<file path="config.mk">
export PLATFORM = sky130hd
export DESIGN_NAME = param_transmitter
export DESIGN_NICKNAME = d
export VERILOG_FILES = /design/src/rtl/param_transmitter.sv
export SDC_FILE = /design/constraint.sdc
export NUM_CORES = 1
export LEC_CHECK = 0
export ABC_AREA = 0
export ABC_CLOCK_PERIOD_IN_PS = 3100
export BUFFER_PORTS_ARGS = -buffer_cell sky130_fd_sc_hd__buf_2
export CAP_MARGIN = 25
export CORE_ASPECT_RATIO = 0.8
export CORE_MARGIN = 2
export CORE_UTILIZATION = 28
export DETAILED_ROUTE_END_ITERATION = 7
export HOLD_SLACK_MARGIN = 0.02
export PLACE_DENSITY = 0.42
export SYNTH_ARGS = -nofsm -noshare
export SYNTH_HDL_FRONTEND = slang
export SYNTH_SLANG_ARGS = --single-unit
</file>
<file path="constraint.sdc">
create_clock -name CLK -period 3.1 [get_ports CLK]
set_input_delay 0.62 -clock CLK [delete_from_list [all_inputs] [get_ports CLK]]
set_output_delay 0.62 -clock CLK [all_outputs]
set_load 0.05 [all_outputs]
</file>
<file path="src/rtl/param_transmitter.sv">
// Parameterised UART-style serial transmitter: start bit, DATA_BITS data bits
// (LSB first), optional odd/even parity, then STOP_BITS stop bits.
`timescale 1ns/1ps

module param_transmitter #(
    parameter int unsigned CLKS_PER_BIT = 217,
    parameter int unsigned DATA_BITS    = 8,
    parameter int unsigned PARITY_MODE  = 0,
    parameter int unsigned STOP_BITS    = 1
) (
    input  logic                 CLK,
    input  logic                 RST_N_in,
    input  logic                 Tx_DV_in,
    input  logic [DATA_BITS-1:0] Tx_Byte_in,
    output logic                 Tx_Ready_out,
    output logic                 Tx_Active_out,
    output logic                 Tx_Serial_out,
    output logic                 Tx_Done_out
);

    // Guards keep widths legal long enough for the elaboration checks to fire.
    localparam int unsigned CNT_W = (CLKS_PER_BIT > 1) ? $clog2(CLKS_PER_BIT) : 1;
    localparam int unsigned IDX_W = (DATA_BITS > 1) ? $clog2(DATA_BITS) : 1;

    localparam logic [CNT_W-1:0] CNT_LAST  = CNT_W'(CLKS_PER_BIT - 1);
    localparam logic [IDX_W-1:0] DATA_LAST = IDX_W'(DATA_BITS - 1);
    localparam logic [IDX_W-1:0] STOP_LAST = IDX_W'(STOP_BITS - 1);

    // Mode 3 (and anything else outside 1..2) means no parity bit.
    localparam bit HAS_PARITY = (PARITY_MODE == 1) || (PARITY_MODE == 2);

    localparam logic [2:0] IDLE   = 3'd0;
    localparam logic [2:0] START  = 3'd1;
    localparam logic [2:0] DATA   = 3'd2;
    localparam logic [2:0] PARITY = 3'd3;
    localparam logic [2:0] STOP   = 3'd4;

    if (CLKS_PER_BIT < 2) begin : g_bad_clks_per_bit
        $error("param_transmitter: CLKS_PER_BIT must be >= 2");
    end
    if ((DATA_BITS < 5) || (DATA_BITS > 9)) begin : g_bad_data_bits
        $error("param_transmitter: DATA_BITS must be in 5..9");
    end
    if ((STOP_BITS != 1) && (STOP_BITS != 2)) begin : g_bad_stop_bits
        $error("param_transmitter: STOP_BITS must be 1 or 2");
    end

    logic [2:0]           state_q, state_d;
    logic [CNT_W-1:0]     cnt_q, cnt_d;
    logic [IDX_W-1:0]     idx_q, idx_d;
    logic [DATA_BITS-1:0] data_q, data_d;
    logic                 serial_q, serial_d;
    logic                 done_q, done_d;
    logic                 bit_end;
    logic                 parity_bit;

    assign bit_end = (cnt_q == CNT_LAST);

    // Odd parity makes the total count of ones odd; even parity is the plain XOR.
    assign parity_bit = (PARITY_MODE == 1) ? ~(^data_q) : (^data_q);

    // Next-state logic: every bit lasts exactly CLKS_PER_BIT cycles; idx_q counts
    // data bits in DATA and stop bits in STOP.
    always_comb begin
        state_d  = state_q;
        cnt_d    = cnt_q;
        idx_d    = idx_q;
        data_d   = data_q;
        serial_d = serial_q;
        done_d   = 1'b0;

        case (state_q)
            IDLE: begin
                serial_d = 1'b1;
                cnt_d    = '0;
                idx_d    = '0;
                if (Tx_DV_in) begin
                    data_d   = Tx_Byte_in;
                    serial_d = 1'b0;
                    state_d  = START;
                end
            end

            START: begin
                if (bit_end) begin
                    cnt_d    = '0;
                    idx_d    = '0;
                    serial_d = data_q[0];
                    state_d  = DATA;
                end else begin
                    cnt_d = cnt_q + CNT_W'(1);
                end
            end

            DATA: begin
                if (bit_end) begin
                    cnt_d = '0;
                    if (idx_q == DATA_LAST) begin
                        idx_d = '0;
                        if (HAS_PARITY) begin
                            serial_d = parity_bit;
                            state_d  = PARITY;
                        end else begin
                            serial_d = 1'b1;
                            state_d  = STOP;
                        end
                    end else begin
                        idx_d    = idx_q + IDX_W'(1);
                        serial_d = data_q[idx_d];
                    end
                end else begin
                    cnt_d = cnt_q + CNT_W'(1);
                end
            end

            PARITY: begin
                if (bit_end) begin
                    cnt_d    = '0;
                    idx_d    = '0;
                    serial_d = 1'b1;
                    state_d  = STOP;
                end else begin
                    cnt_d = cnt_q + CNT_W'(1);
                end
            end

            STOP: begin
                serial_d = 1'b1;
                if (bit_end) begin
                    cnt_d = '0;
                    if (idx_q == STOP_LAST) begin
                        idx_d   = '0;
                        done_d  = 1'b1;
                        state_d = IDLE;
                    end else begin
                        idx_d = idx_q + IDX_W'(1);
                    end
                end else begin
                    cnt_d = cnt_q + CNT_W'(1);
                end
            end

            default: begin
                serial_d = 1'b1;
                cnt_d    = '0;
                idx_d    = '0;
                state_d  = IDLE;
            end
        endcase
    end

    // State registers; reset aborts any frame in flight without a Done pulse.
    always_ff @(posedge CLK or negedge RST_N_in) begin
        if (!RST_N_in) begin
            state_q  <= IDLE;
            cnt_q    <= '0;
            idx_q    <= '0;
            data_q   <= '0;
            serial_q <= 1'b1;
            done_q   <= 1'b0;
        end else begin
            state_q  <= state_d;
            cnt_q    <= cnt_d;
            idx_q    <= idx_d;
            data_q   <= data_d;
            serial_q <= serial_d;
            done_q   <= done_d;
        end
    end

    assign Tx_Ready_out  = (state_q == IDLE);
    assign Tx_Active_out = (state_q != IDLE);
    assign Tx_Serial_out = serial_q;
    assign Tx_Done_out   = done_q;

endmodule
</file>
==> reports/metrics.cfg <==
[outcome]
outcome=completed

[cells_and_area]
area_delta_synth_final_pct=15.0
nNetsFinal=149
drive_above_1_share_pct=25.8
fill_cells=434
final_util_pct=34.2
layout.cells.non_filler=189
antenna_cells=0

[clock_network]
clock_sinks=24
cts_hold_buffers=0
cts_htree_levels=1
clk_latency_ns=0.27
cts_setup_buffers=0
ctsResizeCount=0
root_buffer=clkbuf_8
cts.clk_slew.worst_paths_ns=0.09
tritoncts=yes
numCtsBuffers=3
clk_path_buf_depth=2

[setup_path]
rr_worst_depth=6
worstPathMaxFanout=14
crit_type=flop to primary output
regToRegStartpoint=idx_q[0]$_DFFE_PN0P_
r2r_slack_ns=1.14
required_ns=2.48
worstReg2RegEnd=Tx_Serial_out$_DFFE_PN1P_
startpoint_type=flop
end_kind=primary output
worstPathArrival_ns=1.45

[yosys]
synth.distinct_cells=37
synthTopCellsByArea=dfrtp_1, mux2_2, ha_1
yosys.area.top_type=dfrtp_1
syn_inst=119
synth_area_um2=1270
ys_ff_latch=24
ys_seq_area_share_pct=47.2
yosys_warnings=0
synth_top_area_share_pct=45.1
avgSynthCellArea_um2=10.7
synth_nets=135

[timing]
relSlewSlack_pct=63.7
setup_ws_ns=1.03
final_period_minus_worst_setup_slack_ns=2.07
max_freq_ghz=0.483
timing.clock.skew_ns=0.00645
rsz0062_at_grt=false
fin_crit_sh_pct=66.8
drv_slew=0
hold_viol=0
timing.setup.tns_ns=0
worstMarginPinSlew_ns=0.545
setup_violations=0

[place]
gp_congestion=0.795
pre_cts_slack_ns=1.14
dp_cells=185
post-dp-hpwl_um=1930
placement.io_buffers=14

[pwr]
p_comb_share_pct=21.0
p_int_w=0.000659
power.total_w=0.000919
p_leak_nw=0.656
pwr-share-seq_pct=49.2
ir_drop_mv=0.240
powerDensity_nw_per_um2=627
swShare_pct=28.3
switching_power_w=0.000260
power_frac_clock_pct=29.8

[grt]
grt_pass1_wl_um=4450
first_global_vias=895
antenna_found_initial=0
grt.overflow.total=0
grt_max_degree=25
track_usage_pct=11.5

[routing]
routed_via_density=4.81
detail-route-antenna-nets=0
drc=0
drtPass1Iterations=4
drt_iter0_markers=58
wire_per_inst_um=13.7
vias=909
wirelength_um=2590

[run]
cap_violations=0

[floorplan]
die_w_um=79.4
die_h_um=64.4
rows=21
io_pins=15
coreArea_um2=4280
initial_core_util_pct=29.8
die_area_um2=5110

[min_path]
holdCritPathClass=input pin to asynchronous set/reset pin

## cells in the final DEF (no fill, tap or decap), drive strengths merged, types with 2 or more instances in the layout
master,Yosys,layout
a31o,2,2
and3,5,5
buf,2,14
clkbuf,3,3
dfrtp,23,23
ha,5,5
inv,7,7
mux2,10,10
mux2i,2,2
nand2b,2,2
nand3,4,4
nand3b,2,2
nand4,4,4
nor2,13,13
nor3,3,3
o21ai,6,6
or3b,2,2
xnor2,5,5
xor2,4,4
## metrics by stage
stage               hold slack (ns)  area, µm²
floorplan                     0.324       1270
global placement              0.500       1400
detailed placement            0.500       1400
CTS                           0.346       1470
global route                  0.363       1470
finish                        0.325       1470
## synth_stat cells, drive strengths merged
cell type and n:
nand3 4, or4 1, nor4 1, nand2b 2
nor2b 1, nor3 3, mux2 10, nand4b 1
dfrtp 23, nand4 4, dfstp 1, inv 7
a2bb2oi 1, and3 5, a21oi 1, and2 1
xnor2 5, a31o 2, or3 1, nor2 13
ha 5, or2 1, a22oi 1, nand2 1
buf 2, xor2 4, nand3b 2, mux4 1
o21ai 6, or3b 2, mux2i 2, a2111o 1
clkbuf 3, o22ai 1
## kinds of logic (layout without fill, tap and decap cells)
group                      Yosys count  after routing  synth area share (%)
and+or+nand+nor                     43             43                  18.7
AOI/OAI and AO/OA                   13             13                  7.07
adders and majority gates            5              5                  4.91
muxes                               13             13                  12.2
xor gates and xnor gates             9              9                  6.18
buffers and inverters               12             25                  3.73
DFF                                 24             24                  47.2
## worst max-delay path, stage by stage, from the launching register on
cell	delay, ns
dfrtp_1	0.52
nor3_1	0.33
buf_2	0.32
## final cells by class
type                            instances  area, µm²  share of cell area (%)
Inverter                                7       26.3                    1.79
Sequential cell                        24        602                    41.0
Timing Repair Buffer                   14       70.1                    4.78
Clock buffer                            3       41.3                    2.82
Multi-Input combinational cell         83        626                    42.7
Tap cell                               57       71.3                    4.86
Clock inverter                          1       30.0                    2.05
## power groups by stage
stage,sequential [W],clock [W],combinational [W]
finish,0.000452,0.000274,0.000193
floorplan,0.000451,0,0.000143
CTS,0.000452,0.000288,0.000195
global route,0.000463,0.000308,0.000214
detailed placement,0.000458,0,0.000195
global placement,0.000462,0,0.000187
## per-layer routing
metal	vias up	part of all wire (%)	global-route usage [%]	routed length (µm)
li1	448	-	-	-
met1	436	51	16.4	1330
met2	23	43	17.0	1110
met3	2	4.9	3.81	126
met4	0	0.70	1.94	18
met5	-	0	0	0
## flip-flops by register name, summed over array words and instances (netlist names)
name and flops:
Tx_Done_out 1, data_q 8, Tx_Serial_out 1, state_q 3, idx_q 3, cnt_q 8
## how the worst max path moves through the flow
stage | endpoint | start | depth (start not counted) | slack [ns]
3_5_place_dp | Tx_Serial_out$_DFFE_PN1P_ | idx_q[0]$_DFFE_PN0P_ | 6 | 1.14
3_3_place_gp | Tx_Serial_out$_DFFE_PN1P_ | idx_q[0]$_DFFE_PN0P_ | 6 | 1.20
6_report | Tx_Ready_out | state_q[0]$_DFFE_PN0P_ | 2 | 1.03
5_1_grt | Tx_Ready_out | state_q[0]$_DFFE_PN0P_ | 2 | 0.94
4_1_cts | Tx_Ready_out | state_q[0]$_DFFE_PN0P_ | 2 | 1.03
2_1_floorplan | Tx_Active_out | state_q[2]$_DFFE_PN0P_ | 3 | 0.18
Power figures use the tool's default switching activity.
